$ cat config.mk
export PLATFORM = sky130hd
export DESIGN_NAME = fifo_stream_drain
export DESIGN_NICKNAME = d
export VERILOG_FILES = /design/src/rtl/fifo_pkg.sv /design/src/rtl/fifo_stream_skid.sv /design/src/rtl/fifo_stream_drain.sv
export SDC_FILE = /design/constraint.sdc
export NUM_CORES = 1
export LEC_CHECK = 0
export CAP_MARGIN = 15
export CORE_MARGIN = 2
export CORE_UTILIZATION = 40
export CTS_CLUSTER_SIZE = 12
export DETAILED_ROUTE_END_ITERATION = 6
export GPL_TIMING_DRIVEN = 0
export PLACE_DENSITY_LB_ADDON = 0.2
export SETUP_SLACK_MARGIN = 0.3
export SLEW_MARGIN = 5
export SYNTH_ARGS = -nofsm -noshare
export SYNTH_HDL_FRONTEND = slang
export SYNTH_SLANG_ARGS = --single-unit
$ cat constraint.sdc
create_clock -name clk -period 2 [get_ports clk]
set_clock_uncertainty 0.05 [all_clocks]
set_input_delay 0.3 -clock clk [delete_from_list [all_inputs] [get_ports clk]]
set_output_delay 0.3 -clock clk [all_outputs]
set_load 0.01 [all_outputs]
$ cat src/rtl/fifo_pkg.sv
// Shared types and helpers for the fifo stream drain slice.
// Optional statistics in the top level are enabled by defining FIFO_DRAIN_STATS_EN.
package fifo_pkg;

    localparam int WORD_W = 32;
    localparam int STAT_W = 32;

    typedef logic [WORD_W-1:0] word_t;

    // Occupancy of the 2-entry skid buffer; the value 3 is never reached.
    typedef enum logic [1:0] {
        SKID_EMPTY = 2'd0,
        SKID_ONE   = 2'd1,
        SKID_FULL  = 2'd2
    } skid_cnt_e;

    function automatic logic [STAT_W-1:0] sat_inc(input logic [STAT_W-1:0] value);
        return (&value) ? value : value + 1'b1;
    endfunction

    function automatic int beat_width(input int pkt_len);
        return (pkt_len > 1) ? $clog2(pkt_len) : 1;
    endfunction

endpackage

$ cat src/rtl/fifo_stream_skid.sv
// Two-entry valid/ready skid buffer: slot0 is the presented head, slot1 absorbs
// a word pushed while the head is stalled, so push never depends on ready.
module fifo_stream_skid
    import fifo_pkg::*;
#(
    parameter int DATA_WIDTH = 32
) (
    input  logic                  clk,
    input  logic                  reset,
    input  logic                  flush,
    input  logic                  push,
    input  logic [DATA_WIDTH-1:0] push_data,
    input  logic                  ready,
    output logic                  valid,
    output logic [DATA_WIDTH-1:0] data,
    output logic                  full,
    output logic                  take
);

    skid_cnt_e             count;
    logic [DATA_WIDTH-1:0] slot0;
    logic [DATA_WIDTH-1:0] slot1;

    assign valid = (count != SKID_EMPTY);
    assign full  = (count == SKID_FULL);
    assign data  = slot0;
    // A beat offered during flush is discarded, not delivered.
    assign take  = valid && ready && !flush;

    always_ff @(posedge clk) begin
        if (reset) begin
            count <= SKID_EMPTY;
            slot0 <= '0;
            slot1 <= '0;
        end else if (flush) begin
            count <= SKID_EMPTY;
        end else begin
            case (count)
                SKID_EMPTY: begin
                    if (push) begin
                        slot0 <= push_data;
                        count <= SKID_ONE;
                    end
                end
                SKID_ONE: begin
                    if (push && take) begin
                        slot0 <= push_data;
                    end else if (push) begin
                        slot1 <= push_data;
                        count <= SKID_FULL;
                    end else if (take) begin
                        count <= SKID_EMPTY;
                    end
                end
                SKID_FULL: begin
                    if (take) begin
                        slot0 <= slot1;
                        count <= SKID_ONE;
                    end
                end
                default: count <= SKID_EMPTY;
            endcase
        end
    end

    a_count_range: assert property (@(posedge clk)
        !reset |-> (count inside {SKID_EMPTY, SKID_ONE, SKID_FULL}));

    a_no_push_full: assert property (@(posedge clk)
        (!reset && !flush) |-> !(push && full));

endmodule

$ cat src/rtl/fifo_stream_drain.sv
// Pops words from an upstream fifo into a skid buffer and presents them as a
// packetised valid/ready stream. Define FIFO_DRAIN_STATS_EN to add stat_words.
module fifo_stream_drain
    import fifo_pkg::*;
#(
    parameter int DATA_WIDTH = 32,
    parameter int PKT_LEN    = 4
) (
    input  logic                  clk,
    input  logic                  reset,
    input  logic                  fifo_empty,
    input  logic [DATA_WIDTH-1:0] fifo_data,
    output logic                  fifo_pop,
    input  logic                  flush,
    output logic                  out_valid,
    input  logic                  out_ready,
    output logic [DATA_WIDTH-1:0] out_data,
    output logic                  out_last
`ifdef FIFO_DRAIN_STATS_EN
    ,
    output logic [STAT_W-1:0]     stat_words
`endif
);

    localparam int              BEAT_W    = beat_width(PKT_LEN);
    localparam logic [BEAT_W-1:0] LAST_BEAT = BEAT_W'(PKT_LEN - 1);

    logic              skid_full;
    logic              take;
    logic [BEAT_W-1:0] beat_cnt;

    // Pop decision uses only registered occupancy and fifo_empty, never out_ready.
    assign fifo_pop = !reset && !flush && !fifo_empty && !skid_full;

    fifo_stream_skid #(
        .DATA_WIDTH(DATA_WIDTH)
    ) u_skid (
        .clk      (clk),
        .reset    (reset),
        .flush    (flush),
        .push     (fifo_pop),
        .push_data(fifo_data),
        .ready    (out_ready),
        .valid    (out_valid),
        .data     (out_data),
        .full     (skid_full),
        .take     (take)
    );

    always_ff @(posedge clk) begin
        if (reset || flush) begin
            beat_cnt <= '0;
        end else if (take) begin
            beat_cnt <= (beat_cnt == LAST_BEAT) ? '0 : beat_cnt + 1'b1;
        end
    end

    assign out_last = out_valid && (beat_cnt == LAST_BEAT);

`ifdef FIFO_DRAIN_STATS_EN
    // Lifetime beat count; survives flush, cleared only by reset.
    always_ff @(posedge clk) begin
        if (reset) begin
            stat_words <= '0;
        end else if (take) begin
            stat_words <= sat_inc(stat_words);
        end
    end
`endif

    a_no_pop_on_empty: assert property (@(posedge clk) !(fifo_pop && fifo_empty));

    a_head_stable: assert property (@(posedge clk)
        (!reset && !flush && out_valid && !out_ready) |=> $stable(out_data));

endmodule
==> run_summary.xml, run 1 <==
<?xml version="1.0" encoding="UTF-8"?>
<metrics>
  <group name="outcome">
    <metric name="status" unit="">finished clean</metric>
  </group>
  <group name="placed_design">
    <metric name="dpl.hpwl" unit="um">5940</metric>
    <metric name="placed_cells" unit="">507</metric>
    <metric name="post_dp_cell_area" unit="sq um">4050</metric>
    <metric name="gp_congestion" unit="">0.775</metric>
    <metric name="place.port_buffers" unit="">71</metric>
  </group>
  <group name="timing">
    <metric name="setup-tns-final" unit="ns">0</metric>
    <metric name="final-max-slew-violation-count" unit="">0</metric>
    <metric name="max_clock_freq" unit="MHz">579</metric>
    <metric name="period_share" unit="%">86.4</metric>
    <metric name="report.final.setup_viol" unit="">0</metric>
    <metric name="hold_viol" unit="">0</metric>
    <metric name="rsz0062_at_grt" unit="">true</metric>
    <metric name="timing_worst_slew_pin_value" unit="ns">0.604</metric>
    <metric name="maxSlewHeadroom" unit="%">59.7</metric>
    <metric name="period_needed" unit="ns">1.73</metric>
  </group>
  <group name="routing">
    <metric name="vias" unit="">3035</metric>
    <metric name="number_of_detailed_routing_iterations_run_before_antenna_repair" unit="">4</metric>
    <metric name="drc" unit="">0</metric>
    <metric name="final_routed_wirelength_across_all_metal_layers" unit="um">9010</metric>
    <metric name="drtAntennaViolNets" unit="">0</metric>
    <metric name="route.detailed.vias_per_inst" unit="">5.67</metric>
    <metric name="post_drt_wl_per_cell" unit="um">16.8</metric>
    <metric name="initialDrtViolationCount" unit="">126</metric>
  </group>
  <group name="flow_run">
    <metric name="drv_cap" unit="">0</metric>
  </group>
  <group name="layout">
    <metric name="drive_above_1_share" unit="%">21.0</metric>
    <metric name="postLayoutCoreUtil" unit="%">57.5</metric>
    <metric name="layout.cells.most_common_list" unit="">sky130_fd_sc_hd__dfxtp_1 (66), sky130_fd_sc_hd__clkdlybuf4s50_1 (64), sky130_fd_sc_hd__a21oi_1 (35)</metric>
    <metric name="antenna-diode-count" unit="">0</metric>
    <metric name="layout.cells.non_filler" unit="">535</metric>
    <metric name="mostFrequentLayoutCell" unit="">sky130_fd_sc_hd__dfxtp_1</metric>
    <metric name="synthToLayoutAreaGrowth" unit="%">39.0</metric>
    <metric name="finish.net_count" unit="">466</metric>
    <metric name="fin_area" unit="sq um">4470</metric>
  </group>
  <group name="clocking">
    <metric name="cts-hold-fix-buffers" unit="">0</metric>
    <metric name="clkSlewWorstSetupHoldPaths" unit="ns">0.07</metric>
    <metric name="cts_inserted_buffers" unit="">9</metric>
    <metric name="cts_root_buffer" unit="">sky130_fd_sc_hd__clkbuf_8</metric>
    <metric name="clock-sinks" unit="">68</metric>
    <metric name="cts_tree" unit="">yes</metric>
    <metric name="htree_num_levels" unit="">3</metric>
    <metric name="clkLatencyLatePin" unit="ns">0.35</metric>
    <metric name="cts_max_path_buffers" unit="">2</metric>
  </group>
  <group name="floorplan">
    <metric name="num_rows" unit="">32</metric>
    <metric name="die_w" unit="um">93.6</metric>
    <metric name="initial_cell_density_of_the_core" unit="%">41.3</metric>
    <metric name="ioPinCount" unit="">72</metric>
    <metric name="core_region_area" unit="sq um">7770</metric>
    <metric name="floorplan.die.height" unit="um">93.6</metric>
    <metric name="floorplan.die_area" unit="sq um">8760</metric>
  </group>
  <group name="min_path">
    <metric name="min_path_type" unit="">input port to register</metric>
  </group>
  <group name="yosys">
    <metric name="seq_area_frac_synth" unit="%">42.4</metric>
    <metric name="synth.cell_area" unit="sq um">3210</metric>
    <metric name="post_synth.cell_area_avg" unit="sq um">9.62</metric>
    <metric name="postSynth.asyncResetShare" unit="%">0</metric>
    <metric name="total_nets_after_synthesis" unit="">372</metric>
    <metric name="ys_warn_count" unit="">0</metric>
    <metric name="synth_cell_types" unit="">30</metric>
    <metric name="ys_ff_latch" unit="">68</metric>
    <metric name="syn_inst" unit="">334</metric>
    <metric name="ys.flop_type" unit="">sky130_fd_sc_hd__dfxtp_1</metric>
    <metric name="synth_edf_count" unit="">0</metric>
  </group>
  <group name="power">
    <metric name="static-leakage-power" unit="nW">1.74</metric>
    <metric name="worst_ir_drop_vdd" unit="V">0.000338</metric>
    <metric name="power_per_cell_area" unit="nW/um^2">659</metric>
  </group>
  <group name="setup_path">
    <metric name="timing.critical_path.to_type" unit="">register</metric>
    <metric name="criticalPathCategory" unit="">register to register</metric>
    <metric name="setup_slack_reg_to_reg" unit="ns">0.27</metric>
    <metric name="path_max_fanout" unit="">6</metric>
    <metric name="cp_data_required_time" unit="ns">2.18</metric>
    <metric name="critical_path.startpoint_type" unit="">register</metric>
    <metric name="arrival" unit="ns">1.91</metric>
  </group>
  <group name="global_route">
    <metric name="grt_pass1_wl" unit="um">14000</metric>
    <metric name="grt_util_all_layers" unit="%">20.4</metric>
    <metric name="grt_pass1_vias" unit="">2870</metric>
    <metric name="globalRouteOverflowTotal" unit="">0</metric>
    <metric name="pin_count_of_the_biggest_net_entering_global_routing" unit="">12</metric>
    <metric name="antenna_found_initial" unit="">0</metric>
  </group>
</metrics>
flip-flops by register name, summed over array words and instances (netlist names):
register      count
u_skid.data      32
beat_cnt          2
u_skid.slot1     32
u_skid.count      2
area by class of cell:
class / instances / area, sq um
Fill cell: 690 / 3300
Multi-Input combinational cell: 223 / 1650
Sequential cell: 68 / 1360
Timing Repair Buffer: 83 / 813
Buffer: 43 / 322
Clock buffer: 12 / 165
Tap cell: 102 / 128
Clock inverter: 4 / 22.5
per-stage QoR:
stage          setup WS [ns]  power [mW]  hold slack [ns]
2_1_floorplan          0.502        1.65            0.323
3_3_place_gp          -0.789        1.86            0.401
3_5_place_dp          -0.775        1.87            0.412
4_1_cts                0.267        2.95            0.425
5_1_grt                0.245        3.05            0.349
6_report               0.272        2.94            0.319
routing by layer:
metal	track usage [%]	wire length (um)
met1	27.4	4200
met2	32.2	4170
met3	4.67	479
met4	7.37	148
met5	0	0
path summary, 6_finish.rpt:
path                                start                       endpoint  depth (start not counted)
max          u_skid.count[0]$_SDFFE_PP0P_  u_skid.slot1[14]$_SDFFE_PP0P_                          6
max reg2reg  u_skid.count[0]$_SDFFE_PP0P_  u_skid.slot1[14]$_SDFFE_PP0P_                          6
min                             out_ready   u_skid.count[1]$_SDFFE_PP0P_                          2
min reg2reg  u_skid.slot1[1]$_SDFFE_PP0P_   u_skid.slot1[1]$_SDFFE_PP0P_                          2
synthesized netlist by cell type (2+ instances only):
cell                       number  share of area, %
sky130_fd_sc_hd__dfxtp_1       68                42
sky130_fd_sc_hd__a21oi_1       35               5.5
sky130_fd_sc_hd__mux2i_1       33                10
sky130_fd_sc_hd__a311oi_1      32               8.7
sky130_fd_sc_hd__nand3_1       32               5.0
sky130_fd_sc_hd__a211oi_1      27               6.3
sky130_fd_sc_hd__o21ai_1       27               4.2
sky130_fd_sc_hd__buf_2         14               2.2
sky130_fd_sc_hd__clkbuf_1      12               1.4
sky130_fd_sc_hd__buf_6          8               2.8
sky130_fd_sc_hd__a211oi_2       6               2.3
sky130_fd_sc_hd__buf_4          6               1.4
sky130_fd_sc_hd__nor2_1         6              0.70
sky130_fd_sc_hd__nand2_1        4              0.47
sky130_fd_sc_hd__nand2b_1       3              0.58
sky130_fd_sc_hd__o21ai_0        3              0.47
sky130_fd_sc_hd__o21ai_2        3              0.82
sky130_fd_sc_hd__clkbuf_2       2              0.31
sky130_fd_sc_hd__or2_2          2              0.39
cell families after synthesis:
| kind of cell | share of synthesized area [%] |
|---|---|
| flip-flops | 42.4 |
| multiplexers | 10.3 |
| adder cells (fa/ha/maj) | 0.389 |
| buffers and inverters | 8.34 |
| AO/OA/AOI/OAI | 29.1 |
| AND/OR/NAND/NOR | 9.51 |
report_power, final:
group	leakage (nW)	internal, mW	switching (mW)
combinational	1.09	0.229	0.221
clock	0.0982	0.545	0.530
sequential	0.553	1.39	0.0230
what timing repair did:
action,CTS,global route
gates cloned,0,1
resized for setup,29,22
buffers inserted,8,3
setup endpoints to repair,27,57
pin swaps,1,4
critical path, stage by stage, from the launching register on:
cell and delay (ns):
sky130_fd_sc_hd__dfxtp_2 0.32, sky130_fd_sc_hd__buf_6 0.10, sky130_fd_sc_hd__buf_4 0.13, sky130_fd_sc_hd__or4b_4 0.55, sky130_fd_sc_hd__buf_8 0.17, sky130_fd_sc_hd__o21ai_1 0.18, sky130_fd_sc_hd__a21oi_1 0.09
Note: power is estimated with default switching activity, not from simulation.
==> run 2, diff against run 1 <==
- CORE_UTILIZATION: 40 -> 50
- TNS_END_PERCENT: not set -> 20
==> run 2 against run 1 <==
  * Register-to-register slack better by 0.02 ns
  * Via count up 0.72%
  * Combinational power down 3%
  * Sequential share of layout area grew 1.1 points
  * Critical path depth grew 1
  * Largest cell class unchanged
  * Design area is 3.4% lower
  * Fmax is 0.55% higher
  * Hold slack got worse by 0.016 ns
  * Routed wire length is 4.0% lower
  * Clock power fell by 7%
  * Sequential power hardly changed
  * Flip-flop and latch count stayed put
==> run_summary.xml, run 2 (synthesis results as in run 1) <==
<?xml version="1.0" encoding="UTF-8"?>
<metrics>
  <group name="routing">
    <metric name="vias" unit="">3057</metric>
    <metric name="drtAntennaViolNets" unit="">0</metric>
    <metric name="post_drt_wl_per_cell" unit="um">17.1</metric>
    <metric name="number_of_detailed_routing_iterations_run_before_antenna_repair" unit="">5</metric>
    <metric name="initialDrtViolationCount" unit="">130</metric>
    <metric name="route.detailed.vias_per_inst" unit="">6.05</metric>
    <metric name="final_routed_wirelength_across_all_metal_layers" unit="um">8650</metric>
    <metric name="drc" unit="">0</metric>
  </group>
  <group name="power">
    <metric name="power_per_cell_area" unit="nW/um^2">663</metric>
    <metric name="worst_ir_drop_vdd" unit="V">0.000480</metric>
    <metric name="static-leakage-power" unit="nW">1.71</metric>
    <metric name="finalPower" unit="mW">2.86</metric>
  </group>
  <group name="global_route">
    <metric name="grt_util_all_layers" unit="%">25.0</metric>
    <metric name="pin_count_of_the_biggest_net_entering_global_routing" unit="">11</metric>
    <metric name="global_route.usage.met1" unit="%">34.0</metric>
    <metric name="antenna_found_initial" unit="">0</metric>
    <metric name="gr_busiest_metal" unit="">met2</metric>
    <metric name="grt_pass1_vias" unit="">2985</metric>
    <metric name="grt_pass1_wl" unit="um">14400</metric>
    <metric name="met2_usage" unit="%">39.0</metric>
    <metric name="global_route_met3_utilization" unit="%">6.10</metric>
    <metric name="globalRouteOverflowTotal" unit="">0</metric>
  </group>
  <group name="floorplan">
    <metric name="floorplan.die_area" unit="sq um">7080</metric>
    <metric name="core_region_area" unit="sq um">6280</metric>
    <metric name="num_rows" unit="">29</metric>
    <metric name="floorplan.die.height" unit="um">84.1</metric>
    <metric name="ioPinCount" unit="">72</metric>
    <metric name="die_w" unit="um">84.1</metric>
    <metric name="initial_cell_density_of_the_core" unit="%">51.2</metric>
  </group>
  <group name="setup_path">
    <metric name="r2r_cell_count" unit="">6</metric>
    <metric name="criticalPathCategory" unit="">register to output pin</metric>
    <metric name="setup_slack_reg_to_reg" unit="ns">0.29</metric>
    <metric name="arrival" unit="ns">1.37</metric>
    <metric name="timing.critical_path.to_type" unit="">output pin</metric>
    <metric name="path_max_fanout" unit="">5</metric>
    <metric name="worstReg2RegEnd" unit="">u_skid.slot1[27]$_SDFFE_PP0P_</metric>
    <metric name="cp_data_required_time" unit="ns">1.65</metric>
    <metric name="critical_path.reg2reg.startpoint" unit="">u_skid.count[1]$_SDFFE_PP0P_</metric>
    <metric name="timing.critical_path.from" unit="">u_skid.count[0]$_SDFFE_PP0P_</metric>
    <metric name="critical_path.startpoint_type" unit="">register</metric>
  </group>
  <group name="min_path">
    <metric name="hold_path_startpoint" unit="">out_ready</metric>
    <metric name="min_path_type" unit="">input port to register</metric>
    <metric name="hold_path_end" unit="">u_skid.count[1]$_SDFFE_PP0P_</metric>
    <metric name="hold_depth" unit="">2</metric>
  </group>
  <group name="layout">
    <metric name="antenna-diode-count" unit="">0</metric>
    <metric name="finish.net_count" unit="">462</metric>
    <metric name="drive_above_1_share" unit="%">18.2</metric>
    <metric name="layout.cells.most_common_list" unit="">sky130_fd_sc_hd__dfxtp_1 (66), sky130_fd_sc_hd__clkdlybuf4s50_1 (64), sky130_fd_sc_hd__a21oi_1 (35)</metric>
    <metric name="synthToLayoutAreaGrowth" unit="%">34.2</metric>
    <metric name="layout.cells.non_filler" unit="">505</metric>
    <metric name="fin_area" unit="sq um">4310</metric>
    <metric name="mostFrequentLayoutCell" unit="">sky130_fd_sc_hd__dfxtp_1</metric>
  </group>
  <group name="timing">
    <metric name="final-max-slew-violation-count" unit="">0</metric>
    <metric name="report.final.setup_viol" unit="">0</metric>
    <metric name="period_share" unit="%">85.9</metric>
    <metric name="max_clock_freq" unit="MHz">582</metric>
    <metric name="period_needed" unit="ns">1.72</metric>
    <metric name="timing_worst_slew_pin_value" unit="ns">0.527</metric>
    <metric name="hold_ws" unit="ns">0.303</metric>
    <metric name="maxSlewHeadroom" unit="%">64.8</metric>
    <metric name="rsz0062_at_grt" unit="">true</metric>
    <metric name="hold_viol" unit="">0</metric>
    <metric name="setup-tns-final" unit="ns">0</metric>
  </group>
  <group name="clocking">
    <metric name="cts_max_path_buffers" unit="">2</metric>
    <metric name="cts-hold-fix-buffers" unit="">0</metric>
    <metric name="clkSlewWorstSetupHoldPaths" unit="ns">0.07</metric>
    <metric name="clock-sinks" unit="">68</metric>
    <metric name="clkLatencyLatePin" unit="ns">0.35</metric>
    <metric name="cts_tree" unit="">yes</metric>
    <metric name="cts_inserted_buffers" unit="">9</metric>
    <metric name="htree_num_levels" unit="">3</metric>
    <metric name="cts_root_buffer" unit="">sky130_fd_sc_hd__clkbuf_8</metric>
  </group>
  <group name="placed_design">
    <metric name="dpl.hpwl" unit="um">5730</metric>
    <metric name="gp_congestion" unit="">0.770</metric>
    <metric name="place.port_buffers" unit="">71</metric>
    <metric name="placed_cells" unit="">482</metric>
    <metric name="post_dp_cell_area" unit="sq um">4020</metric>
  </group>
  <group name="flow_run">
    <metric name="drv_cap" unit="">0</metric>
  </group>
  <group name="outcome">
    <metric name="status" unit="">finished clean</metric>
  </group>
</metrics>
## run 2: changes by cell type in the layout (fill, tap and decap cells not counted), moves of 2 or more
| cell | change |
|---|---|
| sky130_fd_sc_hd__o21ai_1 | +2 |
| sky130_fd_sc_hd__dlymetal6s2s_1 | +2 |
| sky130_fd_sc_hd__a311oi_2 | -3 |
| sky130_fd_sc_hd__clkbuf_2 | +2 |
| sky130_fd_sc_hd__a311oi_1 | +3 |
| sky130_fd_sc_hd__buf_2 | +2 |
| sky130_fd_sc_hd__o21ai_2 | -2 |
| sky130_fd_sc_hd__buf_8 | -2 |
| sky130_fd_sc_hd__buf_4 | -3 |
## run 2: metal layers
metal  share of wire, %  routed length (um)  vias up
li1                   -                   -     1462
met1                 45                3870     1464
met2                 48                4120      116
met3                6.0                 520       15
met4                1.6                 136        0
met5                  0                   0        -
## run 2: what timing repair did
item / 4_1_cts / 5_1_grt
hold endpoints to repair: 0 / 0
setup buffers: 5 / 3
gates resized for setup: 25 / 12
setup endpoints to repair: 51 / 62
pin swaps: 1 / 2
## run 2: where the power goes
group	internal (mW)	switching, mW
registers	1.39	0.0230
logic	0.222	0.217
clock network	0.508	0.495
## run 2: stage by stage
step	utilization, %	worst slack (ns)
2_1_floorplan	-	0.502
3_3_place_gp	64.0	-0.785
3_5_place_dp	64.0	-0.760
4_1_cts	67.9	0.258
5_1_grt	68.7	0.227
6_report	68.7	0.281
## run 2: worst max-delay path, cell delays in order, from the launching register on
cell	delay, ns
sky130_fd_sc_hd__dfxtp_2	0.32
sky130_fd_sc_hd__buf_6	0.12
sky130_fd_sc_hd__nand2b_4	0.13
sky130_fd_sc_hd__buf_6	0.12
sky130_fd_sc_hd__buf_12	0.11
sky130_fd_sc_hd__nand2_1	0.05
sky130_fd_sc_hd__nor2_1	0.03
sky130_fd_sc_hd__buf_2	0.15
## run 2: worst max path at each step
stage | endpoint | cells after the start
after floorplan | u_skid.slot1[11]$_SDFFE_PP0P_ | 5
final | fifo_pop | 7
after CTS | u_skid.data[19]$_SDFFE_PP0P_ | 5
after global routing | u_skid.slot1[15]$_SDFFE_PP0P_ | 6
after detailed placement | fifo_pop | 6
after global placement | fifo_pop | 6
## run 2: area by class of cell
class | count | area [sq um]
flip-flops and latches | 68 | 1360
plain buffers | 43 | 307
well taps | 77 | 96.3
multi-input cells | 223 | 1610
clock inverters | 2 | 10.0
clock buffers | 13 | 159
fillers | 516 | 1970
repair buffers | 79 | 766
==> run 3, diff against run 2 <==
- CTS_CLUSTER_SIZE: 12 -> not set
==> results of run 3 <==
Final layout, timing and power as in run 2 (identical DEF).
